File: src/rtl/uart_pkg.sv
// rtl/uart_pkg.sv - shared definitions for the buffered UART transmitter
//
// Register offsets, STATUS bit positions, serialiser state encoding and the
// divider floor used by uart_tx_fifo and its FIFO.
// Optional feature macro: UART_TX_PARITY_EN (adds the PARITY state).

package uart_pkg;

  // Byte offsets inside the UART window
  localparam logic [3:0] REG_DATA   = 4'h0;
  localparam logic [3:0] REG_DIV    = 4'h4;
  localparam logic [3:0] REG_STATUS = 4'h8;

  // STATUS bit positions
  localparam int STAT_EMPTY_BIT  = 0;
  localparam int STAT_FULL_BIT   = 1;
  localparam int STAT_BUSY_BIT   = 2;
  localparam int STAT_PARITY_BIT = 3;
  localparam int STAT_LEVEL_LSB  = 8;

  // Smallest clocks-per-bit the serialiser can run with
  localparam logic [31:0] MIN_DIV = 32'd2;

  typedef enum logic [2:0] {
    S_IDLE   = 3'd0,
    S_START  = 3'd1,
    S_DATA   = 3'd2,
    S_STOP   = 3'd3
`ifdef UART_TX_PARITY_EN
    , S_PARITY = 3'd4
`endif
  } tx_state_e;

  // Divider writes below the floor are stored as the floor
  function automatic logic [31:0] clamp_div(input logic [31:0] value);
    return (value < MIN_DIV) ? MIN_DIV : value;
  endfunction

endpackage

File: src/rtl/byte_fifo.sv
// rtl/byte_fifo.sv - synchronous byte FIFO with registered full/empty flags
//
// Ports:
//   clk_i, reset_i       clock, synchronous active-high reset
//   push_i, data_i       write request and byte; ignored while full_o is high
//   pop_i, data_o        read request and head byte (valid while !empty_o)
//   full_o, empty_o      registered flags, updated the cycle after a push/pop
//   level_o              number of stored bytes, 0..DEPTH

module byte_fifo #(
  parameter int DEPTH = 16
) (
  input  logic                     clk_i,
  input  logic                     reset_i,
  input  logic                     push_i,
  input  logic [7:0]               data_i,
  input  logic                     pop_i,
  output logic [7:0]               data_o,
  output logic                     full_o,
  output logic                     empty_o,
  output logic [$clog2(DEPTH):0]   level_o
);

  localparam int AW = $clog2(DEPTH);
  localparam int LW = AW + 1;

  logic [7:0]    mem_q [DEPTH];
  logic [AW-1:0] wr_ptr_q;
  logic [AW-1:0] rd_ptr_q;
  logic [LW-1:0] level_q;
  logic [LW-1:0] level_d;
  logic          full_q;
  logic          empty_q;
  logic          do_push;
  logic          do_pop;

  // Flags are registered, so a slot freed by a pop is only usable one
  // cycle later; this keeps the write-accept path short.
  assign do_push = push_i & ~full_q;
  assign do_pop  = pop_i & ~empty_q;

  always_comb begin
    level_d = level_q;
    case ({do_push, do_pop})
      2'b10:   level_d = level_q + LW'(1);
      2'b01:   level_d = level_q - LW'(1);
      default: level_d = level_q;
    endcase
  end

  always_ff @(posedge clk_i) begin
    if (reset_i) begin
      wr_ptr_q <= '0;
      rd_ptr_q <= '0;
      level_q  <= '0;
      full_q   <= 1'b0;
      empty_q  <= 1'b1;
    end else begin
      if (do_push) wr_ptr_q <= wr_ptr_q + AW'(1);
      if (do_pop)  rd_ptr_q <= rd_ptr_q + AW'(1);
      level_q <= level_d;
      full_q  <= (level_d == LW'(DEPTH));
      empty_q <= (level_d == '0);
    end
  end

  always_ff @(posedge clk_i) begin
    if (do_push) mem_q[wr_ptr_q] <= data_i;
  end

  assign data_o  = mem_q[rd_ptr_q];
  assign full_o  = full_q;
  assign empty_o = empty_q;
  assign level_o = level_q;

endmodule

File: src/rtl/uart_tx_fifo.sv
// rtl/uart_tx_fifo.sv - buffered memory-mapped UART transmitter (8N1)
//
// Ports:
//   clk, reset            clock, synchronous active-high reset
//   mem_valid/addr/wdata/wstrb   native bus request (wstrb==0 means read)
//   mem_ready, mem_rdata  combinational accept and read data
//   ser_tx                serial line, idle high
//   tx_busy               FIFO non-empty or frame in flight
// Registers: 0x0 DATA (push), 0x4 DIV, 0x8 STATUS, 0xC reserved.
// Optional feature macro: UART_TX_PARITY_EN (even parity bit, STATUS bit3).

module uart_tx_fifo
  import uart_pkg::*;
#(
  parameter int          DEPTH       = 16,
  parameter logic [31:0] DEFAULT_DIV = 32'd868
) (
  input  logic        clk,
  input  logic        reset,
  input  logic        mem_valid,
  input  logic [3:0]  mem_addr,
  input  logic [31:0] mem_wdata,
  input  logic [3:0]  mem_wstrb,
  output logic        mem_ready,
  output logic [31:0] mem_rdata,
  output logic        ser_tx,
  output logic        tx_busy
);

  localparam int LW = $clog2(DEPTH) + 1;

  // Bus decode
  logic          is_write;
  logic          sel_data;
  logic          sel_div;
  logic          sel_status;
  logic          fifo_push;
  logic          fifo_pop;
  logic          fifo_full;
  logic          fifo_empty;
  logic [7:0]    fifo_head;
  logic [LW-1:0] fifo_level;
  logic [31:0]   status_w;

  // Registers
  logic [31:0] div_q;
  tx_state_e   state_q, state_d;
  logic [31:0] cnt_q, cnt_d;
  logic [31:0] div_lat_q, div_lat_d;
  logic [2:0]  bit_idx_q, bit_idx_d;
  logic [7:0]  shift_q, shift_d;
  logic        ser_tx_q, ser_tx_d;
  logic        load_frame;
`ifdef UART_TX_PARITY_EN
  logic        parity_q, parity_d;
`endif

  assign is_write   = |mem_wstrb;
  assign sel_data   = (mem_addr == REG_DATA);
  assign sel_div    = (mem_addr == REG_DIV);
  assign sel_status = (mem_addr == REG_STATUS);

  // Only a DATA write against a full FIFO waits; everything else completes
  // in the request cycle.
  assign mem_ready = mem_valid & ~(is_write & sel_data & fifo_full);
  assign fifo_push = mem_valid & mem_ready & is_write & sel_data & mem_wstrb[0];

  byte_fifo #(
    .DEPTH(DEPTH)
  ) u_fifo (
    .clk_i   (clk),
    .reset_i (reset),
    .push_i  (fifo_push),
    .data_i  (mem_wdata[7:0]),
    .pop_i   (fifo_pop),
    .data_o  (fifo_head),
    .full_o  (fifo_full),
    .empty_o (fifo_empty),
    .level_o (fifo_level)
  );

  always_ff @(posedge clk) begin
    if (reset) begin
      div_q <= DEFAULT_DIV;
    end else if (mem_valid && is_write && sel_div) begin
      div_q <= clamp_div(mem_wdata);
    end
  end

  assign tx_busy = ~fifo_empty | (state_q != S_IDLE);

  always_comb begin
    status_w                              = '0;
    status_w[STAT_EMPTY_BIT]              = fifo_empty;
    status_w[STAT_FULL_BIT]               = fifo_full;
    status_w[STAT_BUSY_BIT]               = tx_busy;
`ifdef UART_TX_PARITY_EN
    status_w[STAT_PARITY_BIT]             = 1'b1;
`else
    status_w[STAT_PARITY_BIT]             = 1'b0;
`endif
    status_w[STAT_LEVEL_LSB +: 8]         = 8'(fifo_level);
  end

  always_comb begin
    mem_rdata = '0;
    if (mem_valid && !is_write) begin
      if (sel_div)         mem_rdata = div_q;
      else if (sel_status) mem_rdata = status_w;
    end
  end

  // Serialiser: one bit period is div_lat_q cycles, counted down to zero.
  always_comb begin
    state_d    = state_q;
    cnt_d      = cnt_q;
    div_lat_d  = div_lat_q;
    bit_idx_d  = bit_idx_q;
    shift_d    = shift_q;
    load_frame = 1'b0;
    fifo_pop   = 1'b0;
`ifdef UART_TX_PARITY_EN
    parity_d   = parity_q;
`endif

    case (state_q)
      S_IDLE: begin
        if (!fifo_empty) load_frame = 1'b1;
      end
      S_START: begin
        if (cnt_q == '0) begin
          state_d   = S_DATA;
          cnt_d     = div_lat_q - 32'd1;
          bit_idx_d = 3'd0;
        end else begin
          cnt_d = cnt_q - 32'd1;
        end
      end
      S_DATA: begin
        if (cnt_q == '0) begin
          cnt_d = div_lat_q - 32'd1;
          if (bit_idx_q == 3'd7) begin
`ifdef UART_TX_PARITY_EN
            state_d = S_PARITY;
`else
            state_d = S_STOP;
`endif
          end else begin
            shift_d   = {1'b0, shift_q[7:1]};
            bit_idx_d = bit_idx_q + 3'd1;
          end
        end else begin
          cnt_d = cnt_q - 32'd1;
        end
      end
`ifdef UART_TX_PARITY_EN
      S_PARITY: begin
        if (cnt_q == '0) begin
          state_d = S_STOP;
          cnt_d   = div_lat_q - 32'd1;
        end else begin
          cnt_d = cnt_q - 32'd1;
        end
      end
`endif
      S_STOP: begin
        if (cnt_q == '0) begin
          // Chain straight into the next start bit when more data waits
          if (!fifo_empty) load_frame = 1'b1;
          else             state_d    = S_IDLE;
        end else begin
          cnt_d = cnt_q - 32'd1;
        end
      end
      default: state_d = S_IDLE;
    endcase

    // Frame start: pop the head and latch DIV so later writes only affect
    // the following frame.
    if (load_frame) begin
      fifo_pop  = 1'b1;
      shift_d   = fifo_head;
      div_lat_d = div_q;
      cnt_d     = div_q - 32'd1;
      state_d   = S_START;
`ifdef UART_TX_PARITY_EN
      parity_d  = ^fifo_head;
`endif
    end

    // Output is registered from the next state so the line level changes
    // on the same edge as the state.
    case (state_d)
      S_START:  ser_tx_d = 1'b0;
      S_DATA:   ser_tx_d = shift_d[0];
`ifdef UART_TX_PARITY_EN
      S_PARITY: ser_tx_d = parity_d;
`endif
      default:  ser_tx_d = 1'b1;
    endcase
  end

  always_ff @(posedge clk) begin
    if (reset) begin
      state_q   <= S_IDLE;
      cnt_q     <= '0;
      div_lat_q <= DEFAULT_DIV;
      bit_idx_q <= '0;
      shift_q   <= '0;
      ser_tx_q  <= 1'b1;
`ifdef UART_TX_PARITY_EN
      parity_q  <= 1'b0;
`endif
    end else begin
      state_q   <= state_d;
      cnt_q     <= cnt_d;
      div_lat_q <= div_lat_d;
      bit_idx_q <= bit_idx_d;
      shift_q   <= shift_d;
      ser_tx_q  <= ser_tx_d;
`ifdef UART_TX_PARITY_EN
      parity_q  <= parity_d;
`endif
    end
  end

  assign ser_tx = ser_tx_q;

endmodule
File: config.mk
export PLATFORM = sky130hd
export DESIGN_NAME = uart_tx_fifo
export DESIGN_NICKNAME = d
export VERILOG_FILES = /design/src/rtl/uart_pkg.sv /design/src/rtl/byte_fifo.sv /design/src/rtl/uart_tx_fifo.sv
export SDC_FILE = /design/constraint.sdc
export NUM_CORES = 1
export LEC_CHECK = 0
export ABC_AREA = 1
export BUFFER_PORTS_ARGS = -buffer_cell sky130_fd_sc_hd__buf_4
export CORE_MARGIN = 4
export CORE_UTILIZATION = 45
export DETAILED_ROUTE_END_ITERATION = 10
export GPL_TIMING_DRIVEN = 0
export MAX_ROUTING_LAYER = met4
export SLEW_MARGIN = 0
export SYNTH_ARGS = -nofsm -noshare
export SYNTH_HDL_FRONTEND = slang
export SYNTH_SLANG_ARGS = --single-unit
File: constraint.sdc
create_clock -name clk -period 5.3 [get_ports clk]
set_clock_uncertainty 0.2 [all_clocks]
set_input_delay 1.06 -clock clk [delete_from_list [all_inputs] [get_ports clk]]
set_output_delay 1.06 -clock clk [all_outputs]
set_load 0.05 [all_outputs]
==> results.md, run 1 <==
- Status: completed
- Total track usage: 0.261
- FF+latch count, synth: 258
- Post-synth top cells: 337 x nor2_1, 327 x nand2_1, 153 x o21ai_0, 134 x inv_1, 130 x dfxtp_1
- Gate power share: 0.323
- DRT Pass-1 Iters: 5
- Initial Utilization: 0.456
- Worst path cell trace: buf_4, nor2_1, inv_2, nor3_4, inv_2, clkbuf_1, nor3_1, buf_4
- Max stage delay on crit path: 0.31 ns
- Drt first-iter violations: 1231
- Fin nets: 1900
- Layout area overhead: 15.2%
- Final period utilization: 0.735
- Psw: 0.00224 W
- Critical Path Fanout Max: 10
- Final hold vios: 0
- GRT Residual Overflow: 0
- Initial antenna violation count: 1
- Clock buffer depth: 3
- Critical path origin: mem_addr[1]
- Primary FF master, synth: dfxtp_1
- Clock-pin slew on the worst setup and hold paths: 0.06 ns
- Placed Cells: 2203
- Routability cong.: 0.959
- Power per standard cell area: 406 nW/um^2
- Worst Setup Start Kind: input pin
- # Post-CTS Setup Buffers: 0
- Share of layout cells above drive strength 1: 0.0933
- Post-synthesis cell type count: 46
- Avg Synthesized Cell Area: 7.76 um^2
- Synth Warn #: 0
- Asr flop ratio synth: 0
- Vias/cell: 5.52
- RSZ-0062 raised after global routing: no
- Worst r2r path cells: 21
- Min-Delay Path Class: flip-flop to flip-flop
- Count of pins over their slew limit: 0
- Core area: 29600 um^2
- Die area: 32800 um^2
- Pin count of the biggest net entering global routing: 19
- Hold path depth: 2
- Remaining DRCs: 0
- Clk pwr share: 0.326
- Worst Max-Slew Pin Slew: 1.05 ns
- Final WL: 43.2 mm
- Routed Antenna Nets: 0
- Design area: 15500 um^2
- CTS H-tree depth: 1
- TritonCTS clock tree: built
- Number of global-route vias before repair: 11400
- Max VDD drop: 0.209 mV
- Post-route setup TNS: 0 ns
- Area leader, netlist: edfxtp_1
- Worst Hold Launch: u_fifo.rd_ptr_q[3]
- Number of flops mapped to enable cells by yosys: 128
- Diode count: 0
- Area of placed instances: 14500 um^2
- Post-route insts no fill: 2255
- Average wire per standard cell: 19.1 um
- Synth Cell Area: 13500 um^2
- Ports: 78
- Worst Path Required: 4.04 ns
- RR Startpoint: cnt_q[0]
- Clk Latency, worst-skew pair: 0.57 ns
- Hold Buf Count CTS: 0
- Clock root cell: clkbuf_16
- Die height: 181 um
- Crit Path Class: input pin to output pin
- Max Cap Viol: 0
- Hpwl dp: 33.0 mm
- Crit path DAT: 2.64 ns
- Syn Nets: 1794
- Hold Worst Slack: 0.274 ns
- Int Pwr: 0.00406 W
- Max Clk Rate: 257 MHz
- Area contributors post-synth: edfxtp_1 29%, dfxtp_1 19%, nor2_1 9.4%, nand2_1 9.1%, o21ai_0 5.7%
- Post-CTS Resized: 0
- Die Wd: 181 um
- Final setup fails: 0
- LEAKAGE: 6.34 nW
- Via count: 12400
- Switching Share: 0.356
- # rows: 63
- Part of the power in registers: 0.351
- Most frequent cell after synthesis: nor2_1
- PortBufs: 76
- First-pass GRT wire length: 65.5 mm
- Worst rel slew slack: 0.303
- Final core occ: 0.525
- Yosys top cell area share: 0.285
- Sequential fraction of the synthesis area: 0.478
- Cell count after synthesis: 1737
- Num CTS Buffers: 28
- Post-layout minimum cycle time: 3.90 ns
- Clock Sinks: 258
- Worst setup EP type: output pin
- Crit-path slowest cell: nor3_4
==> layer usage <==
metal  global-route usage  wire length [um]
met5                    -                 0
met1                0.402             21200
met4               0.0480               771
met2                0.373             17900
met3               0.0312              3240
==> state kept, by name (all words and copies together) (netlist names), named ones only <==
register,cells
u_fifo.mem_q,128
cnt_q,32
div_lat_q,32
div_q,32
shift_q,8
u_fifo.level_o,5
u_fifo.rd_ptr_q,4
u_fifo.wr_ptr_q,4
bit_idx_q,3
state_q,3
ser_tx,1
u_fifo.empty_o,1
u_fifo.full_o,1
==> cell type report <==
| class | instances | area (um^2) |
|---|---|---|
| inverters | 141 | 529 |
| fillers | 2898 | 14000 |
| repair buffers | 76 | 571 |
| clock inverters | 16 | 226 |
| plain buffers | 73 | 365 |
| well taps | 390 | 488 |
| clock buffers | 36 | 761 |
| flip-flops and latches | 258 | 6450 |
| multi-input cells | 1265 | 6140 |
==> layout by cell type (no fill, tap or decap), types with 20 or more instances in the layout <==
cell,instances
o21ai_0,153
xor2_1,39
clkbuf_16,28
edfxtp_1,128
a211oi_1,24
nor3_1,34
nand2_1,327
buf_4,81
nand4_1,20
a21oi_1,71
nor2_1,337
nand3_1,122
dfxtp_1,130
clkbuf_1,40
inv_1,134
==> cells by family after synthesis <==
group                    after synthesis  share of synthesized area
AO/OA/AOI/OAI                        318                      0.133
adder cells (fa/ha/maj)               14                     0.0130
XOR/XNOR                              53                     0.0344
multiplexers                           2                    0.00149
AND/OR/NAND/NOR                      877                      0.273
flip-flops                           258                      0.478
other                                  1                   0.000278
buffers and inverters                214                     0.0664
==> critical path, delay by kind of cell <==
family / cells / cell delay (ns)
and+or+nand+nor: 3 / 0.74
buffers and inverters: 5 / 0.84
==> per-stage QoR <==
step,setup WS [ns],total power [W]
2_1_floorplan,1.16,0.00364
3_3_place_gp,1.44,0.00423
3_5_place_dp,1.43,0.00424
5_1_grt,1.19,0.00664
4_1_cts,1.42,0.00628
6_report,1.40,0.00630
==> power by group through the flow <==
| stage | logic (W) | registers [W] | clock network [W] |
|---|---|---|---|
| final | 0.00204 | 0.00221 | 0.00205 |
| after CTS | 0.00200 | 0.00221 | 0.00207 |
| after global placement | 0.00198 | 0.00225 | 0 |
| after floorplan | 0.00139 | 0.00225 | 0 |
| after detailed placement | 0.00198 | 0.00225 | 0 |
| after global routing | 0.00226 | 0.00222 | 0.00216 |
==> final timing paths <==
| path | to | slack, ns |
|---|---|---|
| max | mem_rdata[17] | 1.40 |
| min reg2reg | flip-flop | 0.27 |
| min | flip-flop | 0.27 |
| max reg2reg | u_fifo.empty_o | 1.48 |
Note: power is estimated with default switching activity, not from simulation.
==> run 2: changes to the inputs <==
--- a/config.mk
+++ b/config.mk
@@ -5,7 +5,7 @@
 export SDC_FILE = /design/constraint.sdc
 export NUM_CORES = 1
 export LEC_CHECK = 0
-export ABC_AREA = 1
+export ABC_AREA = 0
 export BUFFER_PORTS_ARGS = -buffer_cell sky130_fd_sc_hd__buf_4
 export CORE_MARGIN = 4
 export CORE_UTILIZATION = 45
==> constraint.sdc (replaced) <==
create_clock -name clk -period 3.8 [get_ports clk]
set_clock_uncertainty 0.2 [all_clocks]
set_input_delay 0.76 -clock clk [delete_from_list [all_inputs] [get_ports clk]]
set_output_delay 0.76 -clock clk [all_outputs]
set_load 0.05 [all_outputs]
==> run 2 against run 1 <==
The flow now finishes with violations (setup timing). Routed wire length fell by 18%. Die area fell by 7.7%. Clock-buffer cell count down 1. Worst setup slack worse by 1.5 ns. Register-to-register slack worse by 1.5 ns. Highest routed layer unchanged.
==> results.md, run 2 <==
- Status: finished with violations
- Failing checks: setup timing
- Worst rel slew slack: 0.104 (-0.199)
- Via count: 9468 (-24%)
- Vias/cell: 5.61 (+1.6%)
- Drt first-iter violations: 827 (-33%)
- Number of flops mapped to enable cells by yosys: 128 (unchanged)
- Final hold vios: 0 (unchanged)
- Core area: 27000 um^2 (-8.6%)
- Routed Antenna Nets: 0 (unchanged)
- Share of layout cells above drive strength 1: 0.171 (+0.0782)
- Crit Path Class: flip-flop to flip-flop
- FF+latch count, synth: 258 (unchanged)
- Hpwl dp: 26.0 mm (-21%)
- Clock buffer depth: 3 (unchanged)
- Die Wd: 174 um (-3.9%)
- Setup ws final: -0.0561 ns (-1.46 ns)
- Diode count: 0 (unchanged)
- Worst path cell trace: or4_4, or4_4, o41ai_4, nand2_4, inv_6, ha_4, xor2_1, ha_2, or3b_4, a21oi_2, o21bai_1, a21oi_2, xnor2_1, nor2_1, a21oi_1
- Yosys top cell area share: 0.310 (+0.0250)
- Average wire per standard cell: 21.1 um (+10%)
- Initial antenna violation count: 0 (-1)
- TritonCTS clock tree: built
- Number of global-route vias before repair: 9240 (-19%)
- Pwr Total: 0.0124 W (+96%)
- Clock Sinks: 258 (unchanged)
- LEAKAGE: 5.12 nW (-19%)
- PortBufs: 77 (+1.3%)
- Commonest non-fill, non-tap cells in the layout: 198 x nand2_1, 128 x edfxtp_1, 126 x dfxtp_1
- Synth Cell Area: 12400 um^2 (-8.0%)
- Worst Max-Slew Pin Slew: 1.33 ns (+0.280 ns)
- Area contributors post-synth: edfxtp_1 31%, dfxtp_1 21%, mux4_2 7.3%, nand2_1 6.0%, a21oi_1 3.8%
- Fin nets: 1383 (-27%)
- Clock-pin slew on the worst setup and hold paths: 0.06 ns (about the same)
- Setup WS pre-CTS: -0.950 ns (-2.38 ns)
- Count of pins over their slew limit: 0 (unchanged)
- Worst Path Required: 4.08 ns (+0.04 ns)
- First-pass GRT wire length: 54.1 mm (-17%)
- Cell family with most CP delay: simple AND/OR/NAND/NOR gates
- Min-Delay Path Class: input pin to flip-flop
- Max VDD drop: 0.747 mV (+260%)
- Reg area: 6450 um^2 (+0.12%)
- Syn Nets: 1263 (-30%)
- RSZ-0062 raised after global routing: yes
- Avg Synthesized Cell Area: 10.3 um^2 (+32%)
- Sequential fraction of the synthesis area: 0.520 (+0.0419)
- Worst Setup Start Kind: flip-flop
- Layout area overhead: 17.4%
- Fill count: 2462 (-15%)
- Post-synth top cells: 198 x nand2_1, 130 x dfxtp_1, 128 x edfxtp_1, 101 x nor2_1, 93 x a21oi_1
- Critical path buffers and inverters: 1 (-4)
- DRT Pass-1 Iters: 5 (unchanged)
- Remaining DRCs: 0 (unchanged)
- Final WL: 35.5 mm (-18%)
- Final period utilization: 1.01
- Routability cong.: 0.885 (-7.8%)
- Critical Path Fanout Max: 5 (-5)
- Post-synthesis cell type count: 61 (+33%)
- Num CTS Buffers: 27 (-3.6%)
- Largest register FFs: 128 (unchanged)
- Synth Warn #: 0 (unchanged)
- Post-layout minimum cycle time: 3.86 ns
- Max stage delay on crit path: 0.57 ns (+0.26 ns)
- Max Cap Viol: 0 (unchanged)
- Asr flop ratio synth: 0 (unchanged)
- Primary FF master, synth: dfxtp_1
- Crit path DAT: 4.13 ns (+1.49 ns)
- Total track usage: 0.236 (-0.0244)
- Die height: 174 um (-3.9%)
- Leading cell type in the layout, fill and taps excluded: nand2_1
- GRT Residual Overflow: 0 (unchanged)
- Cell count after synthesis: 1206 (-31%)
- Final setup fails: 2 (+2)
- Ports: 78 (unchanged)
- Area leader, netlist: edfxtp_1
- Multi-input combinational cell area: 5640 um^2 (-8.1%)
- Most frequent cell after synthesis: nand2_1
- Clk Latency, worst-skew pair: 0.55 ns (-0.02 ns)
- Worst setup EP type: flip-flop
- Pin count of the biggest net entering global routing: 19 (unchanged)
- Clock root cell: clkbuf_16
- Die area: 30300 um^2 (-7.7%)
- Crit-path slowest cell: or4_4
- Post-route setup TNS: -0.0777 ns (-0.0777 ns)
- Max Clk Rate: 259 MHz
- CTS H-tree depth: 1 (unchanged)
- Power per standard cell area: 850 nW/um^2 (+110%)
- Biggest register: u_fifo.mem_q
- # rows: 60 (-4.8%)
- Initial Utilization: 0.459 (+0.00261)
## run 2: cell types whose count changed after synthesis, sizes merged, moves of 26 or more
cell and delta:
mux4 +40, inv -121, nand2 -133, o21ai -135
xnor2 +30, nand3 -101, nor4 +26, nor2 -246
## run 2: cell type report
| type | instances | area share |
|---|---|---|
| Buffer | 75 | 0.0208 |
| Inverter | 18 | 0.00499 |
| Tap cell | 341 | 0.0293 |
| Multi-Input combinational cell | 851 | 0.387 |
| Sequential cell | 258 | 0.443 |
| Timing Repair Buffer | 95 | 0.0507 |
| Clock buffer | 35 | 0.0519 |
| Clock inverter | 15 | 0.0113 |
## run 2: per-layer routing
layer  track usage  vias up  share of wire
met5             -        -              0
met4        0.0657        0          0.031
met2         0.404      268           0.50
li1              -     4617              -
met3        0.0287       60          0.048
met1         0.299     4523           0.42
## run 2: what timing repair did
action	4_1_cts	5_1_grt
gates cloned	1	0
resized for setup	12	5
pin swaps	10	12
setup endpoints to repair	27	24
hold buffers	0	0
buffers inserted	10	7
## run 2: cell families (layout without fill, tap and decap cells)
kind of cell | after synthesis | in the layout | share of synthesized area
XOR/XNOR | 91 | 91 | 0.0643
multiplexers | 46 | 46 | 0.0775
other | 1 | 1 | 0.000303
AO/OA/AOI/OAI | 207 | 207 | 0.103
AND/OR/NAND/NOR | 492 | 492 | 0.189
adder cells (fa/ha/maj) | 14 | 14 | 0.0141
buffers and inverters | 97 | 238 | 0.0314
flip-flops | 258 | 258 | 0.520
## run 2: worst paths after layout
check                                   start        endpoint  slack (ns)  depth (start not counted)
worst min register to register     shift_q[4]      shift_q[3]        0.28                          2
worst max register to register      cnt_q[25]  u_fifo.empty_o       -0.06                         15
worst min-delay path            mem_wdata[20]       div_q[20]        0.26                          3
worst max-delay path                cnt_q[25]  u_fifo.empty_o       -0.06                         15
## run 2: stage by stage
step	util	instance area, um^2	cells	hold slack (ns)
final	0.539	14600	1688	0.264
after global routing	0.539	14600	1688	0.255
after CTS	0.537	14500	1682	0.243
after detailed placement	0.498	13500	1624	0.267
after global placement	0.498	13500	1624	0.264
after floorplan	-	12400	1206	0.244
## run 2: tightest hold or removal path: stages
cell     delay [ns]
buf_4          0.12
nand2_1        0.05
a21oi_1        0.05
## run 2: power breakdown
part,switching [W],internal (W),leakage (nW)
combinational,0.00393,0.00255,2.46
sequential,0.000131,0.00303,2.20
clock,0.00112,0.00161,0.451
total,0.00518,0.00719,5.12
==> run 3: changes to the inputs <==
--- a/config.mk
+++ b/config.mk
@@ -7,7 +7,7 @@
 export LEC_CHECK = 0
 export ABC_AREA = 0
 export BUFFER_PORTS_ARGS = -buffer_cell sky130_fd_sc_hd__buf_4
-export CORE_MARGIN = 4
+export CORE_MARGIN = 5
 export CORE_UTILIZATION = 45
 export DETAILED_ROUTE_END_ITERATION = 10
 export GPL_TIMING_DRIVEN = 0
==> run 3 against run 2 <==
Clock-buffer cell count decreased by 3. Routed wire length grew 0.85%. Critical path type unchanged. Utilization is essentially flat. Combinational power is 4.0% lower. Register-to-register slack improved by 0.03 ns. Clock power hardly changed. Largest power group unchanged. Critical endpoint unchanged. Largest cell class unchanged. First-iteration DRC count decreased by 6.0%. Via count up 0.82%. The flow still finishes with violations (setup timing). Non-clock buffer count increased by 2.
==> results.md, run 3 (synthesized netlist as in run 2, its figures left out) <==
- Die Wd: 176 um (+1.1%)
- PortBufs: 77 (unchanged)
- Cell family with most CP delay: simple AND/OR/NAND/NOR gates
- Average wire per standard cell: 21.2 um (+0.49%)
- Number of global-route vias before repair: 9225 (-0.16%)
- Setup ws final: -0.0293 ns (+0.0269 ns)
- Initial Utilization: 0.459 (unchanged)
- LEAKAGE: 5.13 nW (+0.20%)
- Routability cong.: 0.914 (+3.3%)
- Clock-pin slew on the worst setup and hold paths: 0.06 ns (about the same)
- Switching Share: 0.424 (+0.00483)
- Clk pwr share: 0.224 (+0.003)
- Worst rel slew slack: 0.341 (+0.238)
- Max VDD drop: 0.558 mV (-25%)
- Crit-path slowest cell: or4_4
- Max stage delay on crit path: 0.54 ns (-0.03 ns)
- RSZ-0062 raised after global routing: yes
- Leading cell type in the layout, fill and taps excluded: nand2_1
- Worst setup EP type: flip-flop
- Worst Setup Start Kind: flip-flop
- Design area: 14600 um^2 (about the same)
- Worst Max-Slew Pin Slew: 0.984 ns (-0.341 ns)
- First-pass GRT wire length: 54.3 mm (+0.34%)
- Commonest non-fill, non-tap cells in the layout: 198 x nand2_1, 128 x edfxtp_1, 126 x dfxtp_1
- Final core occ: 0.539 (about the same)
- Routed Antenna Nets: 0 (unchanged)
- Share of layout cells above drive strength 1: 0.172 (+0.000718)
- Clock Sinks: 258 (unchanged)
- Fin nets: 1387 (+0.29%)
- Largest register FFs: 128 (unchanged)
- Max Clk Rate: 261 MHz (+0.70%)
- Die area: 31000 um^2 (+2.3%)
- Drt first-iter violations: 777 (-6.0%)
- Clock root cell: clkbuf_16
- Vias/cell: 5.64 (+0.47%)
- Failing checks: setup timing
- Status: finished with violations
- Initial antenna violation count: 0 (unchanged)
- Hold Buf Count CTS: 0 (unchanged)
- Ports: 78 (unchanged)
- Part of the power in registers: 0.262 (+0.006)
- Crit Path Class: flip-flop to flip-flop
- TritonCTS clock tree: built
- Layout area overhead: 17.5% (about the same)
- Hpwl dp: 26.2 mm (+0.66%)
- Int Pwr: 0.00696 W (-3.2%)
- Diode count: 0 (unchanged)
- DRT Pass-1 Iters: 5 (unchanged)
- Pin count of the biggest net entering global routing: 19 (unchanged)
- Max Cap Viol: 0 (unchanged)
- Final WL: 35.9 mm (+0.85%)
- Count of pins over their slew limit: 0 (unchanged)
- Clock buffer depth: 3 (unchanged)
- # rows: 60 (unchanged)
- Final period utilization: 1.01 (-0.00707)
- Final setup fails: 1 (-1)
- Critical Path Fanout Max: 5 (unchanged)
- Die height: 176 um (+1.1%)
- Power per standard cell area: 829 nW/um^2 (-2.4%)
- Post-layout minimum cycle time: 3.83 ns (-0.0269 ns)
- GRT Residual Overflow: 0 (unchanged)
- Critical path buffers and inverters: 1 (unchanged)
- Via count: 9546 (+0.82%)
- Area of placed instances: 13500 um^2 (about the same)
- Psw: 0.00512 W (-1.3%)
- Crit path DAT: 4.12 ns (about the same)
- Final hold vios: 0 (unchanged)
- Worst Path Required: 4.10 ns (+0.02 ns)
- Min-Delay Path Class: input pin to flip-flop
- Worst path cell trace: or4_4, or4_4, o41ai_4, nand2_4, inv_6, ha_4, xor2_1, ha_2, or3b_4, a21oi_2, o21bai_1, a21oi_1, xnor2_1, nor2_1, a21oi_1
- CTS H-tree depth: 1 (unchanged)
- Remaining DRCs: 0 (unchanged)
- Total track usage: 0.233 (-0.00347)
- Pwr Total: 0.0121 W (-2.4%)
- Num CTS Buffers: 29 (+7.4%)
- Core area: 27000 um^2 (unchanged)
- Clk Latency, worst-skew pair: 0.57 ns (+0.02 ns)
- Biggest register: u_fifo.mem_q
- Gate power share: 0.515 (-0.008)
run 3: path summary, 6_finish.rpt:
path | startpoint | end | slack [ns] | depth (start not counted)
max | cnt_q[25] | u_fifo.empty_o | -0.03 | 15
min | mem_wdata[24] | div_q[24] | 0.25 | 3
max reg2reg | cnt_q[25] | u_fifo.empty_o | -0.03 | 15
min reg2reg | shift_q[2] | shift_q[1] | 0.28 | 2
run 3: layout make-up:
cell class,instances,area [um^2]
Clock buffer,32,737
Multi-Input combinational cell,851,5640
Clock inverter,22,174
Timing Repair Buffer,97,748
Fill cell,2493,12500
Sequential cell,258,6450
Inverter,18,72.6
Buffer,75,303
Tap cell,341,427
run 3: stage by stage:
step	hold slack (ns)	worst slack, ns	setup TNS (ns)	std cells
6_report	0.248	-0.0293	-0.0293	1694
5_1_grt	0.229	-0.167	-0.316	1694
4_1_cts	0.225	-0.0888	-0.173	1688
3_5_place_dp	0.271	-0.971	-6.67	1626
3_3_place_gp	0.261	-0.940	-23.80	1624
2_1_floorplan	0.244	-0.381	-1.09	1206
run 3: worst reg2reg max path, delay by kind of cell (launching register included):
kind | cells | cell delay (ns)
simple gates | 5 | 1.63
xor+xnor | 2 | 0.24
fa+ha+maj | 2 | 0.35
compound gates | 5 | 0.91
buf+inv | 1 | 0.09
flops | 1 | 0.36
run 3: routing by layer:
| layer | track usage | share of wire |
|---|---|---|
| met4 | 0.0841 | 0.040 |
| met1 | 0.291 | 0.42 |
| met2 | 0.391 | 0.49 |
| met5 | - | 0 |
| met3 | 0.0310 | 0.050 |
run 3: what timing repair did:
action	CTS	global route
setup endpoints to repair	27	23
gates cloned	1	0
resized for setup	11	4
buffers inserted	10	7
pin swaps	10	7
endpoints found under the hold margin	0	0
run 3: power by group through the flow:
stage	Clock [W]	Sequential [W]	Combinational [W]
floorplan	0	0.00319	0.00499
global placement	0	0.00321	0.00593
detailed placement	0	0.00322	0.00619
CTS	0.00274	0.00317	0.00633
global route	0.00288	0.00317	0.00665
finish	0.00270	0.00316	0.00621
